## src/rtl/fle_ccff_pkg.sv

```systemverilog
// rtl/fle_ccff_pkg.sv - shared types and constants for the fle ccff chain loader.
package fle_ccff_pkg;

  typedef enum logic [2:0] {
    ST_IDLE,
    ST_FETCH,
    ST_SHIFT,
    ST_VERIFY,
    ST_DONE
  } state_t;

  localparam logic [15:0] CRC16_POLY = 16'h1021;
  localparam logic [15:0] CRC16_INIT = 16'hFFFF;

  function automatic int word_count(input int chain_len, input int word_w);
    return (chain_len + word_w - 1) / word_w;
  endfunction

endpackage

```

## src/rtl/fle_ccff_crc16.sv

```systemverilog
// rtl/fle_ccff_crc16.sv - serial CRC-16-CCITT, one bit per enabled cycle, MSB-first feedback.
module fle_ccff_crc16
  import fle_ccff_pkg::*;
(
  input  logic        clk,
  input  logic        rst,
  input  logic        clr,
  input  logic        en,
  input  logic        din,
  output logic [15:0] crc
);

  logic fb;
  assign fb = crc[15] ^ din;

  always_ff @(posedge clk or posedge rst) begin
    if (rst) begin
      crc <= CRC16_INIT;
    end else if (clr) begin
      crc <= CRC16_INIT;
    end else if (en) begin
      crc <= {crc[14:0], 1'b0} ^ (fb ? CRC16_POLY : 16'h0000);
    end
  end

endmodule

```

## src/rtl/fle_ccff_chain_loader.sv

```systemverilog
// rtl/fle_ccff_chain_loader.sv - serialises config words onto an fle ccff chain.
// Optional circular CRC read-back of the chain under FLE_CCFF_VERIFY_EN.
module fle_ccff_chain_loader
  import fle_ccff_pkg::*;
#(
  parameter int CHAIN_LEN = 20,
  parameter int WORD_W    = 8
) (
  input  logic              prog_clk,
  input  logic              pReset,
  input  logic              cfg_start,
  input  logic              cfg_abort,
  input  logic [WORD_W-1:0] cfg_word,
  input  logic              cfg_valid,
  output logic              cfg_ready,
  output logic              ccff_head,
  output logic              chain_shift_en,
  input  logic              ccff_tail,
  output logic              busy,
  output logic              done,
  output logic              err
);

  localparam int NW      = word_count(CHAIN_LEN, WORD_W);
  localparam int BITS_W  = $clog2(CHAIN_LEN + 1);
  localparam int WORDS_W = $clog2(NW + 1);
  localparam int WBIT_W  = (WORD_W > 1) ? $clog2(WORD_W) : 1;

  localparam logic [BITS_W-1:0]  LAST_BIT  = BITS_W'(CHAIN_LEN - 1);
  localparam logic [WBIT_W-1:0]  LAST_WBIT = WBIT_W'(WORD_W - 1);
  localparam logic [WORDS_W-1:0] NW_MAX    = WORDS_W'(NW);

  state_t               state;
  logic [WORD_W-1:0]    sreg;
  logic [BITS_W-1:0]    bits_sent;
  logic [WBIT_W-1:0]    wbit;
  logic [WORDS_W-1:0]   words_taken;
  logic                 last_bit;
  logic                 start_ok;

  // A word ends either at its own width or when the chain is full (tail bits dropped).
  assign last_bit = (wbit == LAST_WBIT) || (bits_sent == LAST_BIT);
  assign start_ok = cfg_start && !cfg_abort && (state == ST_IDLE || state == ST_DONE);

`ifdef FLE_CCFF_VERIFY_EN
  localparam int VCNT_W = $clog2(CHAIN_LEN + 2);
  localparam logic [VCNT_W-1:0] V_RECIRC_LAST = VCNT_W'(CHAIN_LEN);
  localparam logic [VCNT_W-1:0] V_END         = VCNT_W'(CHAIN_LEN + 1);

  logic [VCNT_W-1:0] vcnt;
  logic [15:0]       crc_tx;
  logic [15:0]       crc_rx;
  logic              tx_en;
  logic              rx_en;

  // The head register makes the read-back ring CHAIN_LEN+1 long: the first tail
  // sample is stale and skipped, and one extra rotation restores the chain.
  assign tx_en = (state == ST_SHIFT) && !cfg_abort;
  assign rx_en = (state == ST_VERIFY) && !cfg_abort && (vcnt != '0) && (vcnt <= V_RECIRC_LAST);

  fle_ccff_crc16 u_crc_tx (
    .clk (prog_clk),
    .rst (pReset),
    .clr (start_ok),
    .en  (tx_en),
    .din (sreg[0]),
    .crc (crc_tx)
  );

  fle_ccff_crc16 u_crc_rx (
    .clk (prog_clk),
    .rst (pReset),
    .clr (start_ok),
    .en  (rx_en),
    .din (ccff_tail),
    .crc (crc_rx)
  );
`else
  logic unused_tail;
  assign unused_tail = ccff_tail;
`endif

  always_ff @(posedge prog_clk or posedge pReset) begin
    if (pReset) begin
      state          <= ST_IDLE;
      sreg           <= '0;
      bits_sent      <= '0;
      wbit           <= '0;
      words_taken    <= '0;
      cfg_ready      <= 1'b0;
      ccff_head      <= 1'b0;
      chain_shift_en <= 1'b0;
      busy           <= 1'b0;
      done           <= 1'b0;
      err            <= 1'b0;
`ifdef FLE_CCFF_VERIFY_EN
      vcnt           <= '0;
`endif
    end else if (cfg_abort) begin
      if (state != ST_IDLE) begin
        state          <= ST_IDLE;
        cfg_ready      <= 1'b0;
        chain_shift_en <= 1'b0;
        busy           <= 1'b0;
        done           <= 1'b0;
        err            <= 1'b1;
      end
    end else begin
      case (state)
        ST_IDLE, ST_DONE: begin
          chain_shift_en <= 1'b0;
          if (cfg_start) begin
            state       <= ST_FETCH;
            cfg_ready   <= 1'b1;
            busy        <= 1'b1;
            done        <= 1'b0;
            err         <= 1'b0;
            bits_sent   <= '0;
            wbit        <= '0;
            words_taken <= '0;
`ifdef FLE_CCFF_VERIFY_EN
            vcnt        <= '0;
`endif
          end
        end
        ST_FETCH: begin
          chain_shift_en <= 1'b0;
          if (cfg_valid && cfg_ready) begin
            sreg      <= cfg_word;
            cfg_ready <= 1'b0;
            wbit      <= '0;
            state     <= ST_SHIFT;
            if (words_taken != NW_MAX) begin
              words_taken <= words_taken + 1'b1;
            end
          end
        end
        ST_SHIFT: begin
          ccff_head      <= sreg[0];
          chain_shift_en <= 1'b1;
          sreg           <= sreg >> 1;
          bits_sent      <= bits_sent + 1'b1;
          wbit           <= wbit + 1'b1;
          if (last_bit) begin
            if (bits_sent == LAST_BIT) begin
`ifdef FLE_CCFF_VERIFY_EN
              state <= ST_VERIFY;
              vcnt  <= '0;
`else
              state <= ST_DONE;
              busy  <= 1'b0;
              done  <= 1'b1;
`endif
            end else begin
              state     <= ST_FETCH;
              cfg_ready <= 1'b1;
            end
          end
        end
`ifdef FLE_CCFF_VERIFY_EN
        ST_VERIFY: begin
          if (vcnt == V_END) begin
            chain_shift_en <= 1'b0;
            state          <= ST_DONE;
            busy           <= 1'b0;
            if (crc_tx == crc_rx) begin
              done <= 1'b1;
            end else begin
              err <= 1'b1;
            end
          end else begin
            ccff_head      <= ccff_tail;
            chain_shift_en <= 1'b1;
            vcnt           <= vcnt + 1'b1;
          end
        end
`endif
        default: begin
          state          <= ST_IDLE;
          chain_shift_en <= 1'b0;
          cfg_ready      <= 1'b0;
          busy           <= 1'b0;
        end
      endcase
    end
  end

endmodule
```

## config.mk

```make
export PLATFORM = sky130hd
export DESIGN_NAME = fle_ccff_chain_loader
export DESIGN_NICKNAME = d
export VERILOG_FILES = /design/src/rtl/fle_ccff_pkg.sv /design/src/rtl/fle_ccff_crc16.sv /design/src/rtl/fle_ccff_chain_loader.sv
export SDC_FILE = /design/constraint.sdc
export NUM_CORES = 1
export LEC_CHECK = 0
export ABC_AREA = 0
export BUFFER_PORTS_ARGS = -buffer_cell sky130_fd_sc_hd__buf_2
export CORE_UTILIZATION = 50
export CTS_BUF_LIST = sky130_fd_sc_hd__clkbuf_16
export DETAILED_ROUTE_END_ITERATION = 7
export PLACE_DENSITY = 0.73
export RECOVER_POWER = 50
export SKIP_LAST_GASP = 1
export SYNTH_ARGS = -nofsm -noshare
export SYNTH_HDL_FRONTEND = slang
export SYNTH_SLANG_ARGS = --single-unit
export TNS_END_PERCENT = 30
```

## constraint.sdc

```tcl
create_clock -name prog_clk -period 1.65 [get_ports prog_clk]
set_input_delay 0.165 -clock prog_clk [delete_from_list [all_inputs] [get_ports prog_clk]]
set_output_delay 0.165 -clock prog_clk [all_outputs]
set_load 0.02 [all_outputs]
```

[Yosys cells after proc, flatten, opt, wreduce, memory -nomap -nowiden]
Cells that the tools add are included.
Operators by class
  $add $sub $neg: 2
  reduce and logical (&&, ||, !) cells: 20
  bitwise gates (word level): 1
  equality and inequality tests: 14
  mux-type cells: 35
Operators by type and width (number)
  $mux W3: 8
  $mux W1: 18
  $pmux W3 S3: 2
  $pmux W8 S2: 1
  $ne A3 B3 Y1 const B: 5
  $reduce_and A5 Y1: 3
  $pmux W5 S2: 1
  $reduce_and A3 Y1: 3
  $reduce_bool A3 Y1: 3
  $mux W8: 1
  $reduce_and A4 Y1: 2
  $reduce_bool A2 Y1: 4
  $eq A3 B3 Y1 const B: 2
  $ne A2 B2 Y1 const B: 3
  $pmux W1 S3: 2
  $add A5 B1 Y5 const B: 1
  $eq A5 B5 Y1 const B: 1
  $mux W5: 1
  $add A3 B1 Y3 const B: 1
  $eq A3 B1 Y1 const B: 1
  $eq A3 B2 Y1 const B: 1
  $logic_not A3 Y1: 1
  $ne A2 B1 Y1 const B: 1
  $pmux W1 S2: 1
  5 further kinds: 5
Storage, ports and cells
  flip-flop bits (word level): 25
  output and inout bits: 6
  logic and storage cells: 82

[Depth between registers and ports, before layout]
Gate-level depths: netlist of run 1.
  depth after elaboration: 5
  gate-level depth with buffers: 5
  mapped depth without buffers: 5

[Least setup slack after synthesis of run 1]
No wires, ideal clock.
  kind: reg-to-reg
  start: reg cfg_ready
  end: reg sreg[0]
  path slack: 0.229 ns
  path buffers: 1
  setup time: 0.124 ns
  arrival: 1.297 ns
  cell stages (with the launch flop): 5
  required time: 1.526 ns
  cell sequence: dfrtp_1 and4b_2 o21ai_1 buf_2 o21ai_1
Between the ends
  cells in the longest elaborated chain, start to end: 3
Ends and longest elaborated chain
  start, declared: line fle_ccff_chain_loader.sv:15  | output logic cfg_ready,
  start signal, assigned: line fle_ccff_chain_loader.sv:90  | cfg_ready <= 1'b0;
  start signal, assigned: line fle_ccff_chain_loader.sv:102  | cfg_ready <= 1'b0;
  start signal, assigned: line fle_ccff_chain_loader.sv:114  | cfg_ready <= 1'b1;
  $logic_and A1 B1 Y1: line fle_ccff_chain_loader.sv:128  | if (cfg_valid && cfg_ready) begin
  $ne A2 B2 Y1 (no line)
  $reduce_and A3 Y1 (no line)
  end signal, assigned: line fle_ccff_chain_loader.sv:129  | sreg <= cfg_word;
  end signal, assigned: line fle_ccff_chain_loader.sv:141  | sreg <= sreg >> 1;
  end, declared: line fle_ccff_chain_loader.sv:34  | logic [WORD_W-1:0] sreg;
Every way passes these cells.
A chain may end at the register's enable or synchronous reset.

[Worst setup path after layout of run 1]
  start: reg state[0]
  end: reg wbit[2]
Between the ends
  cells in the longest elaborated chain, start to end: 4
  elaborated cells between the ends (all ways): 10
  classes of those cells: eq/ne: 5; mux: 1; reduce/logical: 4
Ends and longest elaborated chain
  start, declared: line fle_ccff_chain_loader.sv:33  | state_t state;
  start signal, assigned: line fle_ccff_chain_loader.sv:85  | state <= ST_IDLE;
  start signal, assigned: line fle_ccff_chain_loader.sv:101  | state <= ST_IDLE;
  start signal, assigned: line fle_ccff_chain_loader.sv:113  | state <= ST_FETCH;
  $eq A3 B3 Y1 or $logic_not A3 Y1 (tied branches): line fle_ccff_chain_loader.sv:109  | case (state)
  $reduce_or A2 Y1
  $ne A2 B2 Y1 (no line) or $reduce_bool A3 Y1 (tied branches)
  $reduce_and A4 Y1 (no line)
  end signal, assigned: line fle_ccff_chain_loader.sv:143  | wbit <= wbit + 1'b1;
  end, declared: line fle_ccff_chain_loader.sv:36  | logic [WBIT_W-1:0] wbit;
Parallel ways exist; a longest one is shown, timed or not.

==> results.md, run 1 <==
- Core area: 2480 um2
- Clock Skew: 0.00495 ns
- Vias in the first global route: 971
- Row count: 18
- Final Hold Viols: 0
- Most frequent cells in the layout: 25 x dfrtp_1, 17 x nand2_1, 12 x buf_2
- DP Wirelength: 1.87 mm
- Die area: 2840 um2
- Post-synth EDFFs: 0
- Worst skew pair latency: 0.26 ns
- Most used flip-flop cell after synthesis: dfrtp_1
- Maximum vdd drop: 1040 uV
- Cell Area, Synth: 1310 um2
- Worst Path Max Fanout: 5
- Pleak: 0.712 nW
- DR iter-0 viols: 28
- Routability congestion estimate: 0.886
- DIE WIDTH: 53.3 um
- Most common cell after layout, fill and taps aside: dfrtp_1
- Gr usage total: 22.0%
- Number of routed nets with antenna violations: 0
- Worst R2R Path Depth: 4
- Dominant cell type by area after synthesis: dfrtp_1
- Clk sink count: 25
- Synth async-reset ratio: 100%
- RSZ-0062 raised after global routing: false
- Crit share post-route: 95.3%
- Status: completed
- H-tree lvl count: 1
- Syn Area/Cell: 10.3 um2
- Syn_nets: 144
- CP max stage cell: dfrtp_1
- ANT cells: 0
- Syn. warnings: 0
- Reg-to-reg slack, setup: 0.08 ns
- Critical path depth: 4
- Critical path type: reg2reg
- First-pass GRT wire length: 4.35 mm
- Initial core utilization: 53.0%
- Seq cells post-synth: 25
- Leading post-synthesis cells by cell area: dfrtp_1 48%, mux2i_1 8.4%, nand2_1 4.9%, o21ai_1 3.0%, ha_1 2.9%
- Fillcell total: 225
- Hold Path Class: in2reg
- CP Data Arrival Time: 1.75 ns
- Layout overhead on the synthesized area: 16.3%
- Initial DRT Pass Iterations: 4
- Post-synth top area share: 47.6%
- Gr ovfl total: 0
- Post-synthesis cell type count: 39
- Cell Pwr Density: 1400 nW/um2
- Critical path, cell by cell: and4b_2, and2_0, o21bai_1, mux2i_1
- Max Cap Violations: 0
- Largest net degree at the start of global routing: 16
- CP delay by family, top: simple AND/OR/NAND/NOR gates
- Crit. End Element: flop
- Critical path startpoint category: flop
- Worst path bufs/invs: 0
- IO Port Bufs: 18
- Crit Reg-Reg Startpoint: state[0]
- Vias: 996
- FF+latch area: 626 um2
- Setup TNS Final: 0 ns
- Clock transition at path regs: 0.06 ns
- Routed wire length: 2.52 mm
- Clk buf depth: 2
- I/O pin cnt: 20
- Post-cts gate resize count: 0
- Minimum clock period: 1.57 ns
- Footprint of the multi-input gates: 621 um2
- Chip height: 53.3 um
- Final setup viols: 0
- Wire per inst: 13.8 um
- Final #Nets: 170
- GR Util met1: 29.5%
- Share of cells above drive strength 1: 19.1%
- Worst Setup SP: state[0]
- GR peak layer: met2
- Met3 Track Usage GR: 4.31%
- Seq/Total Area, Yosys: 47.6%
- CTS Buf Count: 3
- TritonCTS clock tree: done
- Pins Over Slew Limit: 0
- CP peak stage delay: 0.44 ns
- DRC: 0
- Maximum clock rate: 636 MHz
- Relative slew slack: 72.5%
- Via density: 5.47
- Mapped Cells: 127
- WP data required: 1.83 ns
- Worst Max-Slew Pin Slew: 0.410 ns
- Final core occ: 61.7%
- Crit path to: wbit[2]
- Critical R2R Capture: wbit[2]
- Root Driver: clkbuf_16
- Met2 Track Usage GR: 33.8%
- Antenna violations before repair: 0
## through the flow
stage	cells	setup slack (ns)	cell area, um2	hold WS, ns	total power (W)
after floorplan	127	0.229	1310	0.192	0.00145
after global placement	177	0.189	1450	0.155	0.00159
after detailed placement	177	0.107	1450	0.172	0.00162
after CTS	182	0.0634	1540	0.147	0.00218
after global routing	182	0.0165	1530	0.160	0.00231
final	182	0.0772	1530	0.149	0.00214
## layer usage
| layer | wire [um] | up-vias | share of wire [%] |
|---|---|---|---|
| met3 | 91 | 5 | 3.6 |
| met1 | 1160 | 463 | 46 |
| met2 | 1220 | 22 | 48 |
| li1 | - | 506 | - |
| met4 | 51 | 0 | 2.0 |
| met5 | 0 | - | 0 |
## report_power, final
part | switching (W) | leakage, nW | total, W | internal (W)
sequential | 0.000136 | 0.329 | 0.000932 | 0.000797
clock | 0.000211 | 0.0409 | 0.000537 | 0.000327
combinational | 0.000380 | 0.342 | 0.000667 | 0.000287
total | 0.000727 | 0.712 | 0.00214 | 0.00141
## what timing repair did
action / in CTS / in global routing
endpoints found under the hold margin: 10 / 0
hold buffers: 1 / 0
buffers inserted: 0 / 0
## cells by family (layout without fill, tap and decap cells)
kind of cell	after synthesis	count (layout)	synth area share, %
muxes	12	12	9.24
and+or+nand+nor	47	47	20.1
buffers and inverters	10	35	5.14
xor gates and xnor gates	3	3	2.00
DFF	25	25	47.6
AOI/OAI and AO/OA	27	27	13.0
adders and majority gates	3	3	2.86
## cell usage after synthesis, types with 2 or more instances
master     n
nand3_1    4
xor2_1     3
ha_1       3
nand2_1   17
nor3_1     4
mux2i_1   11
o21ai_1    8
inv_1      4
a21oi_1    5
dfrtp_1   25
buf_6      3
nor2_1     8
a211oi_1   2
nand4_1    2
o21a_1     2
nand2b_1   2
o21ai_0    2
## worst min-delay path by stage
stage,start,end,slack (ns),depth (start not counted)
finish,cfg_word[7],sreg[7],0.15,2
global route,cfg_word[7],sreg[7],0.16,2
CTS,cfg_word[7],sreg[7],0.15,2
detailed placement,pReset,wbit[1],0.17,2
global placement,pReset,ccff_head,0.16,2
floorplan,pReset,bits_sent[0],0.19,1
## flip-flops by register name, summed over array words and instances (netlist names)
register        cells
wbit                3
busy                1
ccff_head           1
done                1
cfg_ready           1
err                 1
bits_sent           5
sreg                8
state               3
chain_shift_en      1
## area by class of cell
type                            instances  share of cell area [%]
Multi-Input combinational cell         92                    40.6
Tap cell                               30                    2.46
Inverter                                5                    1.39
Clock buffer                            3                    4.91
Sequential cell                        25                    40.9
Timing Repair Buffer                   26                    9.34
Clock inverter                          1                   0.328
Power figures use the tool's default switching activity.
==> run 2: changes to the inputs <==
--- a/config.mk
+++ b/config.mk
@@ -7,6 +7,7 @@
 export LEC_CHECK = 0
 export ABC_AREA = 0
 export BUFFER_PORTS_ARGS = -buffer_cell sky130_fd_sc_hd__buf_2
+export CORE_ASPECT_RATIO = 0.9
 export CORE_UTILIZATION = 50
 export CTS_BUF_LIST = sky130_fd_sc_hd__clkbuf_16
 export DETAILED_ROUTE_END_ITERATION = 7
==> run 2 against run 1 <==
Combinational power increased by 3.7%; maximum frequency decreased by 0.91%; via count increased by 5.0%; sequential share of layout area decreased by 0.085 points; wire length increased by 5.9%; clock power decreased by 2%; clock-buffer cell count unchanged; sequential cell count unchanged.
==> results.md, run 2 (synthesized netlist as in run 1, its figures left out) <==
- Status: completed
- Largest net degree at the start of global routing: 26
- Critical path, cell by cell: nor2_1, nand2_1, a211oi_1, nor3_1
- Top flop regs: sreg (8), bits_sent (5)
- Max Cap Violations: 0
- Crit share post-route: 96.2%
- Footprint of the multi-input gates: 624 um2
- Clk sink count: 25
- Vias in the first global route: 962
- Critical path type: reg2reg
- DR iter-0 viols: 18
- Most frequent cells in the layout: 24 x dfrtp_1, 17 x nand2_1, 16 x buf_2
- Routability congestion estimate: 0.844
- Critical path startpoint category: flop
- Gr ovfl total: 0
- Clk buf depth: 2
- DIE WIDTH: 56.0 um
- ANT cells: 0
- Worst Path Max Fanout: 13
- WP data required: 1.79 ns
- Hold Path Class: in2reg
- Gr usage total: 21.1%
- TritonCTS clock tree: done
- Finished Cell Area: 1530 um2
- Worst R2R Path Depth: 4
- Biggest register: sreg
- Post-DP Area: 1450 um2
- I/O pin cnt: 20
- Core area: 2470 um2
- CP Data Arrival Time: 1.73 ns
- Clock Skew: 0.00227 ns
- Worst skew pair latency: 0.26 ns
- Clock transition at path regs: 0.06 ns
- Critical path depth: 4
- Pins Over Slew Limit: 0
- Final Hold Viols: 0
- Pleak: 0.724 nW
- CP max stage cell: dfrtp_1
- First-pass GRT wire length: 4.46 mm
- Die area: 2840 um2
- Vias: 1046
- CP delay by family, top: simple AND/OR/NAND/NOR gates
- Number of routed nets with antenna violations: 0
- Row count: 17
- Setup TNS Final: 0 ns
- DP Wirelength: 1.89 mm
- Layout overhead on the synthesized area: 16.8%
- RSZ-0062 raised after global routing: true
- Cell Pwr Density: 1420 nW/um2
- Routed wire length: 2.67 mm
- CTS Buf Count: 3
- Max FFs per register: 8
- CP peak stage delay: 0.57 ns
- DRC: 0
- Via density: 5.81
- Minimum clock period: 1.59 ns
- FF+latch area: 627 um2
- Relative slew slack: 58.6%
- Initial DRT Pass Iterations: 4
- Hold Crit Depth: 2
- H-tree lvl count: 1
- Worst Max-Slew Pin Slew: 0.622 ns
- IO Port Bufs: 18
- Most common cell after layout, fill and taps aside: dfrtp_1
- Crit. End Element: flop
- Post-CTS setup repair buffer count: 0
- Maximum vdd drop: 995 uV
- Initial core utilization: 53.2%
- Hold WS: 0.152 ns
- Maximum clock rate: 630 MHz
- Share of cells above drive strength 1: 22.4%
- Worst path bufs/invs: 0
- Final #Nets: 170
- Root Driver: clkbuf_16
- Wire per inst: 14.8 um
- Antenna violations before repair: 0
- Fillcell total: 213
- Chip height: 50.6 um
- Final setup viols: 0
[run 2: timing repair]
item                       in CTS  in global routing
pin swaps                       0                  1
setup endpoints to repair       1                  3
hold buffers                    1                  0
hold endpoints to repair       25                  0
resized for setup               1                  1
[run 2: area by class of cell]
type	instances	area share, %
Timing Repair Buffer	26	9.62
Multi-Input combinational cell	92	40.7
Sequential cell	25	40.9
Clock buffer	3	4.89
Inverter	5	1.39
Tap cell	28	2.28
Clock inverter	1	0.245
[run 2: report_power, final]
group	internal, W	switching [W]
Sequential	0.000800	0.000155
Combinational	0.000306	0.000386
Clock	0.000324	0.000203
Total	0.00143	0.000744
[run 2: worst register-to-register path, stage by stage, from the launching register on]
cell	delay [ns]
dfrtp_1	0.57
nor2_1	0.33
nand2_1	0.25
a211oi_1	0.26
nor3_1	0.07
[run 2: path summary, 6_finish.rpt]
check / from / endpoint / slack (ns)
worst max-delay path: state[2] / cfg_ready / 0.06
worst min-delay path: cfg_word[7] / sreg[7] / 0.15
worst max register to register: state[2] / cfg_ready / 0.06
worst min register to register: sreg[0] / ccff_head / 0.47
max in group asynchronous: pReset / state[0] / 0.60
min in group asynchronous: pReset / ccff_head / 0.61
[run 2: routing by layer]
| layer | global-route usage [%] | vias to the layer above | share of wire [%] |
|---|---|---|---|
| met5 | 0 | - | 0 |
| met4 | 7.72 | 0 | 1.0 |
| met3 | 4.38 | 4 | 3.6 |
| met2 | 33.7 | 21 | 51 |
| met1 | 28.4 | 520 | 45 |
| li1 | - | 501 | - |
[run 2: per-stage QoR]
stage	cells	setup slack, ns	util, %	total power, W
2_1_floorplan	127	0.229	-	0.00145
4_1_cts	180	0.0597	62.3	0.00218
3_5_place_dp	175	0.0471	58.6	0.00164
6_report	180	0.0627	62.2	0.00217
3_3_place_gp	175	0.124	58.6	0.00160
5_1_grt	180	0.00557	62.2	0.00231
==> run 3: changes to the inputs <==
--- a/config.mk
+++ b/config.mk
@@ -10,6 +10,7 @@
 export CORE_ASPECT_RATIO = 0.9
 export CORE_UTILIZATION = 50
 export CTS_BUF_LIST = sky130_fd_sc_hd__clkbuf_16
+export CTS_CLUSTER_SIZE = 12
 export DETAILED_ROUTE_END_ITERATION = 7
 export PLACE_DENSITY = 0.73
 export RECOVER_POWER = 50
==> constraint.sdc (replaced) <==
create_clock -name prog_clk -period 2.06 [get_ports prog_clk]
set_input_delay 0.206 -clock prog_clk [delete_from_list [all_inputs] [get_ports prog_clk]]
set_output_delay 0.206 -clock prog_clk [all_outputs]
set_load 0.02 [all_outputs]
==> run 3 against run 2 <==
Critical path type unchanged; largest cell class unchanged; hold slack improved by 0.039 ns; combinational power shrank 29%; cell area fell by 2.6%; sequential cell count stayed put; worst setup slack improved by 0.13 ns.
==> results.md, run 3 (synthesized netlist as in run 1, its figures left out) <==
- Worst Setup SP: state[0]
- Worst R2R Path Depth: 3
- Met3 Track Usage GR: 6.19%
- Initial DRT Pass Iterations: 4
- Hold Crit Depth: 2
- Chip height: 50.6 um
- RSZ-0062 raised after global routing: false
- Row count: 17
- Met2 Track Usage GR: 34.3%
- GR Util met1: 28.0%
- Routed wire length: 2.58 mm
- Pins Over Slew Limit: 0
- GR peak layer: met2
- Hold WS: 0.191 ns
- DIE WIDTH: 56.0 um
- Status: completed
- Number of routed nets with antenna violations: 0
- Clock transition at path regs: 0.07 ns
- Routability congestion estimate: 0.817
- Crit. End Element: flop
- Via density: 5.86
- Relative slew slack: 11.5%
- Cell Pwr Density: 1150 nW/um2
- Maximum clock rate: 534 MHz
- Worst skew pair latency: 0.26 ns
- Pleak: 0.693 nW
- Crit share post-route: 90.9%
- DR iter-0 viols: 30
- Core area: 2470 um2
- Critical path type: reg2reg
- Antenna violations before repair: 0
- Maximum vdd drop: 899 uV
- ANT cells: 0
- Worst Max-Slew Pin Slew: 1.33 ns
- Clk buf depth: 2
- Most common cell after layout, fill and taps aside: dfrtp_1
- Vias: 1025
- Final setup viols: 0
- Hold Path End: sreg[7]
- Gr ovfl total: 0
- CP Data Arrival Time: 2.00 ns
- Max FFs per register: 8
- HP Start: cfg_word[7]
- Initial core utilization: 53.2%
- Hold Path Class: in2reg
- Wire per inst: 14.7 um
- Critical path startpoint category: flop
- Most frequent cells in the layout: 25 x dfrtp_1, 17 x nand2_1, 15 x buf_2
- Final Hold Viols: 0
- Final #Nets: 165
- First-pass GRT wire length: 4.61 mm
- Largest net degree at the start of global routing: 26
- H-tree lvl count: 1
- Layout overhead on the synthesized area: 13.7%
- Crit Reg-Reg Startpoint: state[0]
- IO Port Bufs: 18
- Max Cap Violations: 0
- Critical R2R Capture: state[0]
- Setup TNS Final: 0 ns
- Share of cells above drive strength 1: 17.7%
- WP data required: 2.19 ns
- Reg-to-reg slack, setup: 0.19 ns
- DP Wirelength: 1.72 mm
- Root Driver: clkbuf_16
- Die area: 2840 um2
- Fillcell total: 220
- Gr usage total: 21.1%
- TritonCTS clock tree: done
- I/O pin cnt: 20
- Biggest register: sreg
- Clock Skew: 0.00184 ns
- Worst Path Max Fanout: 12
- Top flop regs: sreg (8), bits_sent (5)
- CTS Buf Count: 3
- DRC: 0
- Clk sink count: 25
- Vias in the first global route: 1001
- Minimum clock period: 1.87 ns
[run 3: cell types whose count changed in the layout (fill, tap and decap cells not counted)]
| cell | previous run | this run |
|---|---|---|
| buf_4 | 6 | 1 |
| clkbuf_1 | 2 | 4 |
| buf_2 | 16 | 15 |
| clkbuf_2 | 1 | 0 |
| dfrtp_1 | 24 | 25 |
| dfrtp_2 | 1 | 0 |
| inv_1 | 5 | 4 |
| inv_6 | 0 | 1 |
| o21bai_1 | 0 | 1 |
| o21bai_2 | 1 | 0 |
[run 3: worst max-delay path: stages, from the launching register on]
cell      delay (ns)
dfrtp_1         0.56
nor4b_4         0.66
a21oi_1         0.16
a221oi_1        0.36
[run 3: stage by stage]
step	total power, W	utilization (%)	worst slack [ns]	cells	cell area (um2)
after floorplan	0.00116	-	0.639	127	1310
after global placement	0.00125	57.0	0.416	170	1410
after detailed placement	0.00127	57.0	0.367	170	1410
after CTS	0.00174	60.9	0.169	175	1500
after global routing	0.00184	60.5	0.0587	175	1490
final	0.00172	60.5	0.188	175	1490
[run 3: what timing repair did]
item / 4_1_cts / 5_1_grt
resized for setup: 0 / 0
endpoints found under the hold margin: 25 / 0
hold buffers: 1 / 0
setup buffers: 0 / 0
[run 3: worst max-delay path by stage]
stage | end | slack (ns)
final | state[0] | 0.19
after global routing | chain_shift_en | 0.06
after CTS | state[0] | 0.17
after detailed placement | wbit[2] | 0.37
after global placement | bits_sent[3] | 0.42
after floorplan | sreg[0] | 0.64
[run 3: final cells by class]
class / instances / area [um2] / share of cell area (%)
repair buffers: 21 / 108 / 7.20
inverters: 5 / 21.3 / 1.42
clock buffers: 3 / 75.1 / 5.03
multi-input cells: 92 / 621 / 41.5
clock inverters: 1 / 8.76 / 0.586
well taps: 28 / 35.0 / 2.35
flip-flops and latches: 25 / 626 / 41.9
[run 3: report_power, final]
group	switching (W)	internal [W]	leakage, nW
logic	0.000276	0.000215	0.322
registers	0.000143	0.000637	0.329
clock network	0.000184	0.000268	0.0415
total	0.000603	0.00112	0.693
[run 3: layer usage]
metal  up-vias  wire [um]  share of wire (%)
li1        495          -                  -
met1       489       1170                 46
met2        35       1210                 47
met3         6        143                5.5
met4         0         46                1.8
met5         -          0                  0
